===== config.mk =====
export PLATFORM = sky130hd
export DESIGN_NAME = mem_port_arbiter
export DESIGN_NICKNAME = d
export VERILOG_FILES = /design/src/rtl/mem_port_arbiter.sv
export SDC_FILE = /design/constraint.sdc
export NUM_CORES = 1
export LEC_CHECK = 0
export CORE_ASPECT_RATIO = 1.5
export CORE_MARGIN = 2
export CORE_UTILIZATION = 40
export CTS_CLUSTER_DIAMETER = 120
export DETAILED_ROUTE_END_ITERATION = 16
export PLACE_DENSITY_LB_ADDON = 0.2
export SLEW_MARGIN = 10
export SYNTH_ARGS = -nofsm -noshare
export SYNTH_HDL_FRONTEND = slang
export SYNTH_SLANG_ARGS = --single-unit

===== constraint.sdc =====
create_clock -name clk -period 1.99 [get_ports clk]
set_input_delay 0.4975 -clock clk [delete_from_list [all_inputs] [get_ports clk]]
set_output_delay 0.4975 -clock clk [all_outputs]
set_load 0.005 [all_outputs]

===== src/rtl/mem_port_arbiter.sv =====
// Arbitrates IF fetches and MEM data accesses onto one variable-latency memory port.
// Request-to-done is >=3 cycles; the losing or waiting port stalls until its done pulse.
module mem_port_arbiter #(
  parameter int ADDR_W      = 32,
  parameter int DATA_W      = 32,
  parameter int MAX_DSTREAK = 4
) (
  input  logic                  clk,
  input  logic                  rst,
  input  logic                  i_req,
  input  logic [ADDR_W-1:0]     i_addr,
  output logic [DATA_W-1:0]     i_rdata,
  output logic                  i_done,
  output logic                  stall_if,
  input  logic                  d_req,
  input  logic                  d_we,
  input  logic [ADDR_W-1:0]     d_addr,
  input  logic [DATA_W-1:0]     d_wdata,
  input  logic [DATA_W/8-1:0]   d_wstrb,
  output logic [DATA_W-1:0]     d_rdata,
  output logic                  d_done,
  output logic                  stall_mem,
  output logic                  mem_valid,
  output logic                  mem_we,
  output logic [ADDR_W-1:0]     mem_addr,
  output logic [DATA_W-1:0]     mem_wdata,
  output logic [DATA_W/8-1:0]   mem_wstrb,
  input  logic                  mem_ready,
  input  logic [DATA_W-1:0]     mem_rdata,
  output logic [1:0]            owner
);

  localparam int CNT_W = $clog2(MAX_DSTREAK + 1);
  localparam logic [CNT_W-1:0] STREAK_MAX = CNT_W'(MAX_DSTREAK);

  typedef enum logic [1:0] {
    IDLE   = 2'd0,
    I_BUSY = 2'd1,
    D_BUSY = 2'd2,
    RESP   = 2'd3
  } state_t;

  state_t           state_q;
  state_t           state_d;
  logic [CNT_W-1:0] streak_q;
  logic             grant_i;
  logic             grant_d;
  logic             complete;

  always_ff @(posedge clk) begin
    if (rst) begin
      state_q <= IDLE;
    end else begin
      state_q <= state_d;
    end
  end

  always_comb begin
    state_d = state_q;
    case (state_q)
      IDLE: begin
        if (grant_d) begin
          state_d = D_BUSY;
        end else if (grant_i) begin
          state_d = I_BUSY;
        end
      end
      I_BUSY, D_BUSY: begin
        if (mem_ready) begin
          state_d = RESP;
        end
      end
      RESP:    state_d = IDLE;
      default: state_d = IDLE;
    endcase
  end

  // Data wins unless it has already taken MAX_DSTREAK grants in a row over a waiting fetch.
  always_comb begin
    grant_d  = 1'b0;
    grant_i  = 1'b0;
    complete = 1'b0;
    owner    = state_q;
    if (state_q == IDLE) begin
      grant_d = d_req && (!i_req || (streak_q < STREAK_MAX));
      grant_i = i_req && !grant_d;
    end
    if ((state_q == I_BUSY) || (state_q == D_BUSY)) begin
      complete = mem_ready;
    end
  end

  always_ff @(posedge clk) begin
    if (rst) begin
      mem_valid <= 1'b0;
      mem_we    <= 1'b0;
      mem_addr  <= '0;
      mem_wdata <= '0;
      mem_wstrb <= '0;
      i_done    <= 1'b0;
      d_done    <= 1'b0;
      i_rdata   <= '0;
      d_rdata   <= '0;
      streak_q  <= '0;
    end else begin
      i_done <= 1'b0;
      d_done <= 1'b0;
      if (grant_d) begin
        mem_valid <= 1'b1;
        mem_we    <= d_we;
        mem_addr  <= d_addr;
        mem_wdata <= d_wdata;
        mem_wstrb <= d_we ? d_wstrb : '0;
        if (!i_req) begin
          streak_q <= '0;
        end else if (streak_q != STREAK_MAX) begin
          streak_q <= streak_q + CNT_W'(1);
        end
      end else if (grant_i) begin
        mem_valid <= 1'b1;
        mem_we    <= 1'b0;
        mem_addr  <= i_addr;
        mem_wdata <= '0;
        mem_wstrb <= '0;
        streak_q  <= '0;
      end
      if (complete) begin
        mem_valid <= 1'b0;
        if (state_q == I_BUSY) begin
          i_done  <= 1'b1;
          i_rdata <= mem_rdata;
        end else begin
          d_done <= 1'b1;
          if (!mem_we) begin
            d_rdata <= mem_rdata;
          end
        end
      end
    end
  end

  assign stall_if  = i_req & ~i_done;
  assign stall_mem = d_req & ~d_done;

endmodule

Yosys cells after proc, flatten, opt, wreduce, memory -nomap -nowiden
Cells that the tools add are included.
- flip-flop bits (word level): 141
- input port bits: 138
- output and inout port bits: 140
- word-level logic and storage cells: 66
- $add $sub $neg: 1
- order comparisons: 1
- equal/unequal tests: 7
- multiplexer cells: 24
- bitwise gates (word level): 7
- reductions and logical operators: 15
- operator list (operator ; count):
    32-bit two-way mux ; 4
    3-bit two-way mux ; 4
    4-bit two-way mux ; 3
    1-bit two-way mux ; 9
    2-bit two-way mux ; 3
    3-bit != test (second input constant) ; 2
    2-bit one-hot mux with 3 select lines ; 1
    2-bit AND reduction ; 3
    2-bit OR reduction ; 3
    1-bit inverter ; 5
    2-bit == test (second input constant) ; 2
    3-bit by 1-bit adder with 3-bit output (second input constant) ; 1
    3-bit less-than comparator (second input constant) ; 1
    3-bit by 2-bit != test with 1-bit output (second input constant) ; 1
    3-bit AND reduction ; 1
    1-bit bitwise AND ; 2
    2-bit by 1-bit == test with 1-bit output (second input constant) ; 1
    1-bit logical AND ; 2
    1-bit zero test ; 2
    2-bit zero test ; 1
    1-bit logical OR ; 2
    2-bit != test (second input constant) ; 1
    2-bit nonzero test ; 1

Longest topological paths before layout
- depth after elaboration: 9
- depth in mapped cells: 8
- depth with buffers taken out: 5

Worst setup path after synthesis
Ideal clock, no wire load.
- path kind: register -> register
- start: register state_q[0] (netlist: owner[0])
- end: register d_rdata[2]
- setup time: 0.070 ns
- arrival: 1.594 ns
- data required time: 1.920 ns
- setup slack: 0.325 ns
- stages on the path, launching flop included: 9
- path buffers: 3
- period minus slack after synthesis: 1.665 ns
- path through: dfxtp_1 > inv_1 > ha_1 > buf_2 > nor4bb_1 > clkbuf_1 > buf_2 > nand2_1 > a21oi_1
- word-level cells in the longest chain between the ends: 4
- elaborated cells on any way between the ends: 6
- those cells by class: eq/ne: 2; mux: 1; bitwise: 1; reduce/logical: 2
- RTL lines (element ; line ; source):
    start, declared ; 43 ; state_t state_q;
    start signal, assigned ; 54 ; state_q <= state_d;
    2-bit by 1-bit == test with 1-bit output or 2-bit == test (tied branches) ; 88, 129 ;
    1-bit logical OR ; 88 ; if ((state_q == I_BUSY) || (state_q == D_BUSY)) begin
    1-bit two-way mux ; 88 ;
    3-bit AND reduction (no line) * ; n/a ;
    end signal, assigned ; 135 ; d_rdata <= mem_rdata;
    end, declared ; 20 ; output logic [DATA_W-1:0] d_rdata,
Every way passes the cells marked *; elsewhere a longest branch is shown, timed or not.
A chain may end at the register's enable or synchronous reset.

Final worst setup path
- start: register mem_we
- end: output port mem_we
- RTL lines (element ; line ; source):
    start, declared ; 24 ; output logic mem_we,
    start signal, assigned ; 110 ; mem_we <= d_we;
No word-level cell between the ends.

==> results.json <==
{
  "gp_congestion": 0.8652,
  "cts-root-buf": "clkbuf_16",
  "globalRouteOverflowTotal": 0,
  "fillers": 1113,
  "internal_power_uw": 7010,
  "fin_tns_setup_ns": 0,
  "dp_hpwl_um": 12900,
  "syn_to_final_growth_pct": 63.94,
  "cts.sinks": 141,
  "slew_viol_final": 0,
  "grt_pass1_wl_um": 29070,
  "synth_area_leaders": "dfxtp_1 51%, nand2_1 9.2%, a21oi_1 6.3%",
  "status": "finished, final reports clean",
  "synth_seq_cells": 141,
  "antenna_found_initial": 0,
  "path_clk_slew_ns": 0.06,
  "fmax_mhz": 524.8,
  "ir_drop_mv": 0.6251,
  "synth.avg_cell_area_um2": 8.536,
  "worst_path_max_delay_cell": "clkdlybuf4s50_1",
  "post-place-ws_ns": -0.2783,
  "place_area_um2": 8493,
  "totalPowerFinal_uw": 10380,
  "seq_power_share_pct": 35.6,
  "cts.path.max_buffers": 2,
  "grt_max_degree": 57,
  "die_y_um": 147.8,
  "grt_pass1_vias": 5864,
  "rows": 52,
  "cp-endpoint": "mem_we",
  "wire_per_inst_um": 17.19,
  "timing_hold_violations_final": 0,
  "startpoint": "mem_we",
  "critPathKind": "flop to output pin",
  "worst_setup_path_start_kind": "flop",
  "drive_above_1_share_pct": 6.462,
  "holdPathStages": 2,
  "reg2reg_depth": 6,
  "port_buffers": 277,
  "cp_data_arrival_time_ns": 1.41,
  "path_max_fanout": 4,
  "whs_ns": 0.4535,
  "synthesis.yosys.warnings": 0,
  "firstDrtPassIters": 5,
  "r2r_slack_ns": 0.18,
  "critPathCaptureType": "output pin",
  "timing.final.crit_share_pct": 95.75,
  "pin_count": 278,
  "tightestPinTransition_ns": 0.6329,
  "rr_startpoint": "owner[1]",
  "vias": 5816,
  "switching_share_pct": 32.46,
  "netlist.area_leader.share_pct": 51.19,
  "yosys.area.top_type": "dfxtp_1",
  "p_comb_share_pct": 36.1,
  "finalClockSkew_ns": 0.009767,
  "synth_edf_count": 0,
  "drv_cap": 0,
  "async_flop_share_pct": 0,
  "clock_power_share_pct": 28.3,
  "synthesis.nets": 788,
  "synth.distinct_cells": 38,
  "drt_iter0_drc": 216,
  "cp.depth": 1,
  "finalCriticalPeriod_ns": 1.905,
  "cp_cell_sequence": "clkdlybuf4s50_1",
  "cp_top_family": "buffers and inverters",
  "diodes": 0,
  "power_switching_uw": 3370,
  "hold_path_class": "flop to flop",
  "max_stage_delay_ns": 0.58,
  "final_cell_area_um2": 9040,
  "rsz0062_at_grt": "false",
  "routed_wl_um": 18480,
  "slew_headroom_pct": 57.81,
  "fp.dieW_um": 99.87,
  "syn-instance-count": 646,
  "path_buf_inv": 1,
  "clk_latency_ns": 0.41,
  "p_per_area_nw_per_um2": 1148,
  "final_antenna_net_count": 0,
  "ys_seq_area_share_pct": 51.19,
  "viasPerCell": 5.410,
  "setup_ws_ns": 0.08463,
  "cts_tree": "built",
  "drt_drc_violations_left": 0,
  "h-tree-depth": 4,
  "setup_viol": 0,
  "r2r_end": "mem_addr[23]",
  "required_ns": 1.49,
  "power.leakage_uw": 0.003254,
  "start_util_pct": 40.94,
  "core_um2": 13470,
  "synth_ff_type": "dfxtp_1",
  "synth_area_um2": 5514,
  "cts_made_buffers": 17,
  "die-area_um2": 14760,
  "final_nets": 1042,
  "grt.total_usage_pct": 24.56
}
[placed cells by master, fill, tap and decap left out, types with 2 or more instances in the layout]
master	instances
clkdlybuf4s50_1	274
dfxtp_1	141
nand2_1	135
nor2_1	70
a21oi_1	69
inv_1	38
a2111oi_0	34
a32oi_1	33
a2111oi_1	29
clkbuf_16	17
buf_4	13
buf_12	9
clkinvlp_4	5
inv_6	5
nand4_1	4
ha_1	4
nor2b_1	2
a22oi_1	2
nand2b_1	2
dlygate4sd2_1	2
[cell families (layout without fill, tap and decap cells)]
group                      count (synthesis)  count (layout)  share of synthesized area, %
buffers and inverters                    101             368                         7.715
adders and majority gates                  4               4                        0.9077
AOI/OAI and AO/OA                        176             176                         23.78
DFF                                      141             141                         51.19
and+or+nand+nor                          223             223                         16.22
muxes                                      1               1                        0.1815
[Yosys cell counts (2+ instances only)]
cell,instances
a22oi_1,2
inv_1,38
nand4_1,4
nor2b_1,2
nor2_1,70
ha_1,4
a21oi_1,69
a32oi_1,33
clkbuf_1,42
a2111oi_1,29
a2111oi_0,34
nand2_1,135
buf_2,16
nand2b_1,2
dfxtp_1,141
buf_6,3
[how the worst min path moves through the flow]
| stage | slack [ns] | start | end |
|---|---|---|---|
| 6_report | 0.45 | i_rdata[8] | i_rdata[8] |
| 5_1_grt | 0.48 | i_rdata[1] | i_rdata[1] |
| 4_1_cts | 0.46 | d_rdata[7] | d_rdata[7] |
| 3_5_place_dp | 0.45 | mem_wstrb[3] | mem_wstrb[3] |
| 3_3_place_gp | 0.44 | i_rdata[24] | i_rdata[24] |
| 2_1_floorplan | 0.45 | mem_wstrb[0] | mem_wstrb[0] |
[registers in the layout, indices dropped and copies added, names as in the netlist]
| name | flops |
|---|---|
| d_rdata | 32 |
| i_rdata | 32 |
| mem_addr | 32 |
| mem_wdata | 32 |
| mem_wstrb | 4 |
| streak_q | 3 |
| owner | 2 |
| d_done | 1 |
| i_done | 1 |
| mem_valid | 1 |
| mem_we | 1 |
[cell type report]
type,instances,area (um2),area share [%]
Clock buffer,19,442.9,4.900
Multi-Input combinational cell,404,2285,25.27
Clock inverter,13,106.4,1.176
Timing Repair Buffer,298,3038,33.61
Tap cell,162,202.7,2.242
Sequential cell,141,2823,31.22
Inverter,38,142.6,1.578
[worst register-to-register path, delay by kind of cell, from the launching register on]
kind,cells,cell delay [ns]
adders and majority gates,1,0.30
DFF,1,0.31
AOI/OAI and AO/OA,2,0.66
buffers and inverters,3,0.40
[through the flow]
stage          util [%]  std cells
4_1_cts           67.12       1075
2_1_floorplan         -        646
3_3_place_gp      63.06       1043
6_report          67.12       1075
3_5_place_dp      63.06       1043
5_1_grt           67.12       1075
[timing repair]
item                                    in CTS  in global routing
resized for setup                            2                  0
buffers inserted                             0                  0
endpoints found under the setup margin       2                  0
hold buffers                                 0                  0
[power groups by stage]
| stage | logic (uW) | clock network (uW) | registers (uW) |
|---|---|---|---|
| after CTS | 3780 | 2990 | 3700 |
| after detailed placement | 3760 | 0 | 3760 |
| after global routing | 4080 | 3100 | 3770 |
| final | 3750 | 2930 | 3700 |
| after global placement | 3640 | 0 | 3730 |
| after floorplan | 1680 | 0 | 3780 |
[metal layers]
| layer | GRT usage [%] | up-vias | wire length (um) | part of all wire, % |
|---|---|---|---|---|
| met5 | 0 | - | 0 | 0 |
| met4 | 9.726 | 0 | 493 | 2.7 |
| met3 | 8.889 | 35 | 1690 | 9.1 |
| met2 | 43.38 | 244 | 9521 | 52 |
| met1 | 26.40 | 2762 | 6774 | 37 |
| li1 | - | 2775 | - | - |
Note: power is estimated with default switching activity, not from simulation.
==> RTL change (same settings) <==
The parameter `MAX_DSTREAK` goes from 4 to 2.
--- a/src/rtl/mem_port_arbiter.sv
+++ b/src/rtl/mem_port_arbiter.sv
@@ -4,5 +4,5 @@
   parameter int ADDR_W      = 32,
   parameter int DATA_W      = 32,
-  parameter int MAX_DSTREAK = 4
+  parameter int MAX_DSTREAK = 2
 ) (
   input  logic                  clk,
Check against the original RTL: not equivalent (a bounded check fails within 10 cycles, from zero or initial values and one cycle with rst high).
==> RTL change against the original RTL <==
  * Routed wire length is 2.1% lower
  * Setup slack lost 1.0 ps
  * Non-clock buffer count increased by 2
  * Synthesized area decreased by 1.7%
  * Maximum frequency about the same
  * Clock skew is 1.2 ps lower
  * Cell area shrank 0.51%
  * Sequential cell count decreased by 1
  * Via count is 0.34% lower
  * Register-to-register slack better by 30 ps
  * Power up 0.76%
  * Critical path type is now in2out
  * Largest cell class unchanged
  * Highest routed layer unchanged
==> RTL change: results <==
[outcome]
status = complete, no violations

[timing]
worst_pin_slew_ps = 712.0
fin_skew_ps = 8.531

[cts]
cts_setup_buffers = 0
insertion_delay_ps = 410
clk_path_buf_depth = 2
cts_root_buffer = clkbuf_16
clkTransAtPathRegs_ps = 60

[final_layout]
nets = 1040
drive_gt1_share_pct = 6.696
fill_cells = 1104
num_antenna_cells = 0

[placement]
dpl-instance-area_mm2 = 0.008411
dp_hpwl_um = 12860
io_buffers = 277
place_congestion = 0.8008

[detailed_routing]
drt_iter0_drc = 273
firstDrtPassIters = 4
drt_wl_total_um = 18100
vias_per_cell = 5.402

[pwr]
p_leak_nw = 3.252
vdd_ir_drop_max_uv = 704.7

[synthesis]
syn_nets = 783
synth.yosys.seq_area_share_pct = 51.73
synth_warnings = 0
synth_area_leaders = dfxtp_1 52%, nand2_1 9.4%, a21oi_1 6.7%
ys_top_cells_by_count = 140 x dfxtp_1, 135 x nand2_1, 72 x a21oi_1, 40 x clkbuf_1
synthArstFlopShare_pct = 0
syn-cell-area_mm2 = 0.005418

[setup_path]
startpoint_type = input pin
worstPathMaxFanout = 2

[hold_path]
worstHoldPathType = in2reg

[global_routing]
antenna_found_initial = 0
grt_max_degree = 72
track_usage_pct = 24.22
grt_pass1_wl_um = 28720
grt_pass1_vias = 5898

[flow_run]
max_cap_violations = 0
==> RTL change: through the flow <==
stage                     hold slack, ps  worst slack (ps)  instances  setup TNS [ps]
after floorplan                    448.3             415.1        642               0
after global placement             438.6            -230.1       1042           -3408
after detailed placement           446.1            -295.6       1042           -5731
after CTS                          378.7             53.27       1073               0
after global routing               383.5             21.39       1073               0
final                              393.4             83.59       1073               0
==> RTL change: worst paths after layout <==
kind / from / to / slack [ps] / cells past startpoint
max: i_req / stall_if / 80 / 3
min: rst / mem_wdata[10] / 390 / 2
max reg2reg: owner[1] / mem_addr[24] / 210 / 6
min reg2reg: mem_wstrb[2] / mem_wstrb[2] / 450 / 2
==> RTL change: area by class of cell <==
cell class	count	area [µm²]	share of cell area, %
timing repair buffer	300	3042	33.82
sequential	140	2803	31.16
multi-input combinational	403	2226	24.75
clock buffer	19	442.9	4.925
tap	162	202.7	2.254
clock inverter	12	138.9	1.544
inverter	37	138.9	1.544
==> RTL change: logic make-up (layout without fill, tap and decap cells) <==
family / Yosys count / in the layout / share of synthesized area, %
buffers and inverters: 99 / 368 / 7.344
AOI/OAI and AO/OA: 207 / 207 / 25.57
adders and majority gates: 3 / 3 / 0.6929
and+or+nand+nor: 192 / 192 / 14.48
DFF: 140 / 140 / 51.73
muxes: 1 / 1 / 0.1848
==> RTL change: layer usage <==
metal	global-route usage (%)	wire length, µm	up-vias
li1	-	-	2769
met3	6.032	1224	44
met2	42.50	9515	272
met4	10.96	657	0
met1	27.29	6703	2711
met5	0	0	-
==> RTL change: critical path, stage by stage <==
cell	delay (ps)
clkdlybuf4s15_1	250
nor2b_2	170
clkdlybuf4s50_1	500
==> RTL change: power breakdown <==
part           internal [mW]  switching [mW]
logic                   1.94            1.71
registers               3.38           0.334
clock network           1.89            1.21
